--- src/rtl/pcs_sync_param.sv ---
// pcs_sync_param
// 1000BASE-X receive code-group synchronisation with parametrised thresholds.
// The block acquires comma alignment, tracks the even/odd code-group position and
// runs an error-level ladder while in sync. It also forwards the PUDI stream as
// SUDI one cycle later, tagged with the even flag that applied to it.
module pcs_sync_param #(
   parameter int ACQ_COMMAS   = 3,
   parameter int ERR_LEVELS   = 4,
   parameter int GOOD_CGS_MAX = 3,
   parameter int CNT_W        = 8,
   localparam int EW          = (ERR_LEVELS > 1) ? $clog2(ERR_LEVELS) : 1
) (
   input  logic             GTX_CLK,
   input  logic             RESET,
   input  logic [9:0]       PUDI,
   input  logic             PUDI_valid,
   input  logic             cg_invalid,
   input  logic             SIGNAL_DETECT,
   input  logic             MR_LOOPBACK,
   output logic             sync_status,
   output logic             rx_even,
   output logic [9:0]       SUDI,
   output logic             SUDI_even,
   output logic             SUDI_valid,
   output logic             sync_lost,
   output logic [EW-1:0]    err_lvl,
   output logic [CNT_W-1:0] loss_cnt
);

   // acq_cnt only ever reaches ACQ_COMMAS; good_cnt only ever reaches GOOD_CGS_MAX
   localparam int AW = (ACQ_COMMAS > 0) ? $clog2(ACQ_COMMAS + 1) : 1;
   localparam int GW = (GOOD_CGS_MAX > 0) ? $clog2(GOOD_CGS_MAX + 1) : 1;

   localparam logic [AW-1:0] ACQ_LAST  = AW'(ACQ_COMMAS);
   localparam logic [EW-1:0] ERR_LAST  = EW'(ERR_LEVELS - 1);
   localparam logic [GW-1:0] GOOD_LAST = GW'(GOOD_CGS_MAX);

   typedef enum logic [1:0] {
      S_LOSS  = 2'd0,   // hunting for any comma
      S_COMMA = 2'd1,   // comma seen, waiting for the data cg that must follow
      S_ACQ   = 2'd2,   // between commas during acquisition
      S_SYNC  = 2'd3    // aligned, error ladder active
   } state_t;

   state_t           state_q, state_d;
   logic [AW-1:0]    acq_cnt_q, acq_cnt_d;
   logic [EW-1:0]    err_lvl_q, err_lvl_d;
   logic [GW-1:0]    good_cnt_q, good_cnt_d;
   logic             rx_even_q, rx_even_d;
   logic [CNT_W-1:0] loss_cnt_q, loss_cnt_d;
   logic             sync_lost_q, sync_lost_d;
   logic [9:0]       sudi_q;
   logic             sudi_even_q;
   logic             sudi_valid_q;

   logic sig_ok;
   logic comma;
   logic cgbad;
   logic data_cg;

   // Code-group classification; cgbad includes a comma landing on an odd position
   always_comb begin
      sig_ok  = SIGNAL_DETECT | MR_LOOPBACK;
      comma   = (PUDI[9:3] == 7'b0011111) | (PUDI[9:3] == 7'b1100000);
      cgbad   = cg_invalid | (comma & rx_even_q);
      data_cg = ~comma & ~cg_invalid;
   end

   // Next-state and counter updates; loss of signal overrides everything
   always_comb begin
      state_d     = state_q;
      acq_cnt_d   = acq_cnt_q;
      err_lvl_d   = err_lvl_q;
      good_cnt_d  = good_cnt_q;
      rx_even_d   = rx_even_q;
      loss_cnt_d  = loss_cnt_q;
      sync_lost_d = 1'b0;

      if (!sig_ok) begin
         state_d    = S_LOSS;
         acq_cnt_d  = '0;
         err_lvl_d  = '0;
         good_cnt_d = '0;
         // leaving S_SYNC by loss of signal is still a sync loss
         if (state_q == S_SYNC) begin
            sync_lost_d = 1'b1;
            if (loss_cnt_q != '1) loss_cnt_d = loss_cnt_q + 1'b1;
         end
      end else if (PUDI_valid) begin
         // default per valid cg: position alternates
         rx_even_d = ~rx_even_q;
         unique case (state_q)
            S_LOSS: begin
               if (comma) begin
                  state_d   = S_COMMA;
                  rx_even_d = 1'b1;
                  acq_cnt_d = AW'(1);
               end
            end
            S_COMMA: begin
               rx_even_d = 1'b0;
               if (data_cg) begin
                  if (acq_cnt_q == ACQ_LAST) begin
                     state_d    = S_SYNC;
                     err_lvl_d  = '0;
                     good_cnt_d = '0;
                  end else begin
                     state_d = S_ACQ;
                  end
               end else begin
                  state_d   = S_LOSS;
                  acq_cnt_d = '0;
               end
            end
            S_ACQ: begin
               if (cgbad) begin
                  state_d   = S_LOSS;
                  acq_cnt_d = '0;
               end else if (comma) begin
                  // cgbad is clear, so this comma sits on an even position
                  state_d   = S_COMMA;
                  rx_even_d = 1'b1;
                  if (acq_cnt_q != ACQ_LAST) acq_cnt_d = acq_cnt_q + 1'b1;
               end
            end
            S_SYNC: begin
               if (comma) rx_even_d = 1'b1;
               if (cgbad) begin
                  if (err_lvl_q == ERR_LAST) begin
                     state_d     = S_LOSS;
                     sync_lost_d = 1'b1;
                     acq_cnt_d   = '0;
                     err_lvl_d   = '0;
                     good_cnt_d  = '0;
                     if (loss_cnt_q != '1) loss_cnt_d = loss_cnt_q + 1'b1;
                  end else begin
                     err_lvl_d  = err_lvl_q + 1'b1;
                     good_cnt_d = '0;
                  end
               end else if (err_lvl_q != '0) begin
                  // a run of GOOD_CGS_MAX+1 good cgs repays one error level
                  if (good_cnt_q == GOOD_LAST) begin
                     err_lvl_d  = err_lvl_q - 1'b1;
                     good_cnt_d = '0;
                  end else begin
                     good_cnt_d = good_cnt_q + 1'b1;
                  end
               end
            end
            default: begin
               state_d   = S_LOSS;
               acq_cnt_d = '0;
            end
         endcase
      end
   end

   // Synchroniser state and counters
   always_ff @(posedge GTX_CLK or negedge RESET) begin
      if (!RESET) begin
         state_q     <= S_LOSS;
         acq_cnt_q   <= '0;
         err_lvl_q   <= '0;
         good_cnt_q  <= '0;
         rx_even_q   <= 1'b0;
         loss_cnt_q  <= '0;
         sync_lost_q <= 1'b0;
      end else begin
         state_q     <= state_d;
         acq_cnt_q   <= acq_cnt_d;
         err_lvl_q   <= err_lvl_d;
         good_cnt_q  <= good_cnt_d;
         rx_even_q   <= rx_even_d;
         loss_cnt_q  <= loss_cnt_d;
         sync_lost_q <= sync_lost_d;
      end
   end

   // SUDI pipeline: forward each valid cg with the pre-update even flag
   always_ff @(posedge GTX_CLK or negedge RESET) begin
      if (!RESET) begin
         sudi_q       <= '0;
         sudi_even_q  <= 1'b0;
         sudi_valid_q <= 1'b0;
      end else begin
         sudi_valid_q <= PUDI_valid;
         if (PUDI_valid) begin
            sudi_q      <= PUDI;
            sudi_even_q <= rx_even_q;
         end
      end
   end

   assign sync_status = (state_q == S_SYNC);
   assign rx_even     = rx_even_q;
   assign SUDI        = sudi_q;
   assign SUDI_even   = sudi_even_q;
   assign SUDI_valid  = sudi_valid_q;
   assign sync_lost   = sync_lost_q;
   assign err_lvl     = err_lvl_q;
   assign loss_cnt    = loss_cnt_q;

endmodule

--- config.mk ---
export PLATFORM = sky130hd
export DESIGN_NAME = pcs_sync_param
export DESIGN_NICKNAME = d
export VERILOG_FILES = /design/src/rtl/pcs_sync_param.sv
export SDC_FILE = /design/constraint.sdc
export NUM_CORES = 1
export LEC_CHECK = 0
export ABC_AREA = 1
export CORE_ASPECT_RATIO = 0.9
export CORE_MARGIN = 2
export CORE_UTILIZATION = 50
export CTS_BUF_LIST = sky130_fd_sc_hd__clkbuf_4 sky130_fd_sc_hd__clkbuf_8
export DETAILED_ROUTE_END_ITERATION = 8
export DONT_BUFFER_PORTS = 1
export PLACE_DENSITY = 0.75
export SLEW_MARGIN = 40
export SYNTH_ARGS = -nofsm -noshare
export SYNTH_HDL_FRONTEND = slang
export SYNTH_SLANG_ARGS = --single-unit
--- constraint.sdc ---
create_clock -name GTX_CLK -period 1.95 [get_ports GTX_CLK]
set_input_delay 0.39 -clock GTX_CLK [delete_from_list [all_inputs] [get_ports GTX_CLK]]
set_output_delay 0.39 -clock GTX_CLK [all_outputs]
set_load 0.01 [all_outputs]
==> results of run 1 <==
final cells by class:
| type | count | area share, % |
|---|---|---|
| clock buffers | 8 | 5.59 |
| flip-flops and latches | 30 | 38.1 |
| inverters | 31 | 5.90 |
| repair buffers | 3 | 1.90 |
| well taps | 44 | 2.79 |
| multi-input cells | 162 | 45.7 |
critical path, cell delays in order, from the launching register on:
cell	delay, ns
dfrtp_1	0.41
ha_1	0.28
inv_1	0.09
nor2_1	0.22
nand3_2	0.15
nor2_1	0.26
nor2_4	0.09
nand2_1	0.08
nand2_1	0.05
nand2_1	0.06
cell families after synthesis:
| logic type | share of synthesized area (%) |
|---|---|
| AOI/OAI and AO/OA | 8.35 |
| xor gates and xnor gates | 2.95 |
| adders and majority gates | 7.02 |
| buffers and inverters | 7.37 |
| DFF | 42.1 |
| and+or+nand+nor | 32.2 |
report_power, final:
part | internal [mW] | switching, mW
clock | 0.356 | 0.218
sequential | 0.659 | 0.0424
combinational | 0.0493 | 0.0846
layer usage:
metal  wire, µm  up-vias
met1       1660      648
met2       1480       16
met4         74        0
met3        130        5
li1           -      714
met5          0        -
flip-flops by register name, indices dropped and copies added, names as in the netlist:
register,flops
SUDI,10
rx_even,1
SUDI_even,1
state_q,2
SUDI_valid,1
sync_lost,1
err_lvl,2
acq_cnt_q,2
good_cnt_q,2
loss_cnt,8
stage by stage:
stage | area [µm²] | power, mW
6_report | 1970 | 1.41
5_1_grt | 1970 | 1.47
4_1_cts | 1970 | 1.42
3_5_place_dp | 1830 | 0.829
3_3_place_gp | 1830 | 0.825
2_1_floorplan | 1780 | 0.800
path summary, 6_finish.rpt:
kind                                end    startpoint  slack, ns
min in group asynchronous       SUDI[1]         RESET       0.54
setup reg to reg             err_lvl[0]    state_q[1]       0.20
hold reg to reg            acq_cnt_q[1]  acq_cnt_q[1]       0.48
hold / removal               SUDI_valid    PUDI_valid       0.13
setup / recovery             err_lvl[0]    state_q[1]       0.20
max in group asynchronous       SUDI[8]         RESET       1.24
cells in the final DEF, fill, tap and decap left out, types with 4 or more instances in the layout:
cell type,count
nand2_1,73
o21ai_2,7
dfrtp_1,30
nand3_1,15
ha_1,10
nand2_2,5
nor2_1,16
xnor2_1,4
inv_1,30
o21ai_0,11
clkbuf_8,8
==> run_results.csv, run 1 <==
group,metric,value,unit
outcome,status,"completed",
layout,seq_area,751,µm²
floorplanning,rows,20,
logic_synthesis,synth_top_area_cell,"dfrtp_1",
floorplanning,die_w,66.9,µm
floorplanning,ios,41,
layout,fillerInstances,338,
layout,drive_above_1_share,13.2,%
grt,antenna_found_initial,0,
logic_synthesis,netlist_instances,225,
logic_synthesis,async_flop_share,100,%
routing,dr.pass1.iters,4,
timing,drv_slew,0,
placement,hpwl,2510,µm
layout,utilization,57.9,%
placement,dpl.cell_count,268,
routing,drc_errors,0,
power_and_ir_drop,powerDensity,715,nW/µm²
min_path,hold_depth,0,
logic_synthesis,synth_area_leaders,"dfrtp_1, nand2_1, ha_1, inv_1, nand3_1",
worst_setup_path,critical_path_required,2.17,ns
layout,fin_nets,259,
logic_synthesis,syn_nets,251,
routing,drt_iter0_markers,53,
clock_network,cts_tree,"built",
logic_synthesis,synth_commonest_cells,"nand2_1, dfrtp_1, inv_1",
routing,drtAntennaViolNets,0,
logic_synthesis,netlist_area,1780,µm²
logic_synthesis,ys.flop_type,"dfrtp_1",
floorplanning,start_util,52.4,%
worst_setup_path,rr_worst_depth,9,
grt,grtUsageMet1,24.4,%
timing,tns,0,ns
timing,fmax,572,MHz
logic_synthesis,synth_area_per_cell,7.92,µm²
worst_setup_path,cp.arrival,1.97,ns
clock_network,cts_htree_levels,2,
timing,finalSetupViolations,0,
floorplanning,core,3400,µm²
power_and_ir_drop,p_leak,1.00,nW
timing,hold_violations,0,
worst_setup_path,cp-start-kind,"register",
layout,diodes,0,
logic_synthesis,synth-seq-area-share,42.1,%
routing,route.detailed.wl_per_inst,12.0,µm
min_path,worstHoldPathType,"in -> reg",
worst_setup_path,critPathKind,"reg -> reg",
placement,dpl_worst_slack,0.208,ns
timing,maxSlewHeadroom,80.2,%
timing,period_needed,1.75,ns
grt,met2_usage,27.3,%
routing,vias_per_cell,4.97,
placement,portBuffers,0,
timing,rsz0062_at_grt,"no",
routing,vias,1383,
grt,grt_pass1_wl,5490,µm
logic_synthesis,synth.distinct_cells,28,
timing,finClkSkew,0.00526,ns
clock_network,postCtsHoldBufs,2,
clock_network,cts.repair.resized,0,
clock_network,cts_buffers,5,
clock_network,clk_latency,0.28,ns
clock_network,cts_sinks,30,
grt,grt_max_degree,31,
grt,grt_use_total,18.7,%
grt,grtUsageMet3,6.86,%
routing,wl,3350,µm
layout,multiInputGateArea,901,µm²
worst_setup_path,critPathCaptureType,"register",
logic_synthesis,synth_warnings,0,
power_and_ir_drop,ir_drop,387,µV
logic_synthesis,yosysMostFrequentCell,"nand2_1",
floorplanning,die_h,60.7,µm
clock_network,cts_setup_buffers,0,
job,cap_viol_max_count,0,
clock_network,ctsRootBufferMaster,"clkbuf_8",
timing,min_period_over_period,89.7,%
timing,hold_slack,0.133,ns
layout,final_cell_count_no_fill,278,
clock_network,clk_pin_slew,0.06,ns
grt,grt_pass1_vias,1241,
logic_synthesis,yosysTopAreaCellShare,42.1,%
clock_network,clockBufferDepth,2,
grt,grt-ovfl-total,0,
logic_synthesis,ys_ff_latch,30,
timing,tightest_slew,0.295,ns
placement,gp_congestion,0.846,
logic_synthesis,synth_edf_count,0,
timing,finalWorstSetupSlack,0.200,ns
layout,areaGrowthSynthToFinish,10.5,%
floorplanning,dieArea,4060,µm²
worst_setup_path,cp_max_fo,6,
grt,grt_busiest_layer,"met2",
No activity file was read; power rests on OpenSTA's default activity.
==> run 2, diff against run 1 <==
--- a/config.mk
+++ b/config.mk
@@ -10,6 +10,7 @@
 export CORE_MARGIN = 2
 export CORE_UTILIZATION = 50
 export CTS_BUF_LIST = sky130_fd_sc_hd__clkbuf_4 sky130_fd_sc_hd__clkbuf_8
+export CTS_CLUSTER_SIZE = 20
 export DETAILED_ROUTE_END_ITERATION = 8
 export DONT_BUFFER_PORTS = 1
 export PLACE_DENSITY = 0.75
==> results of run 2 <==
The final DEF is identical to that of run 1; final timing and power are the same.
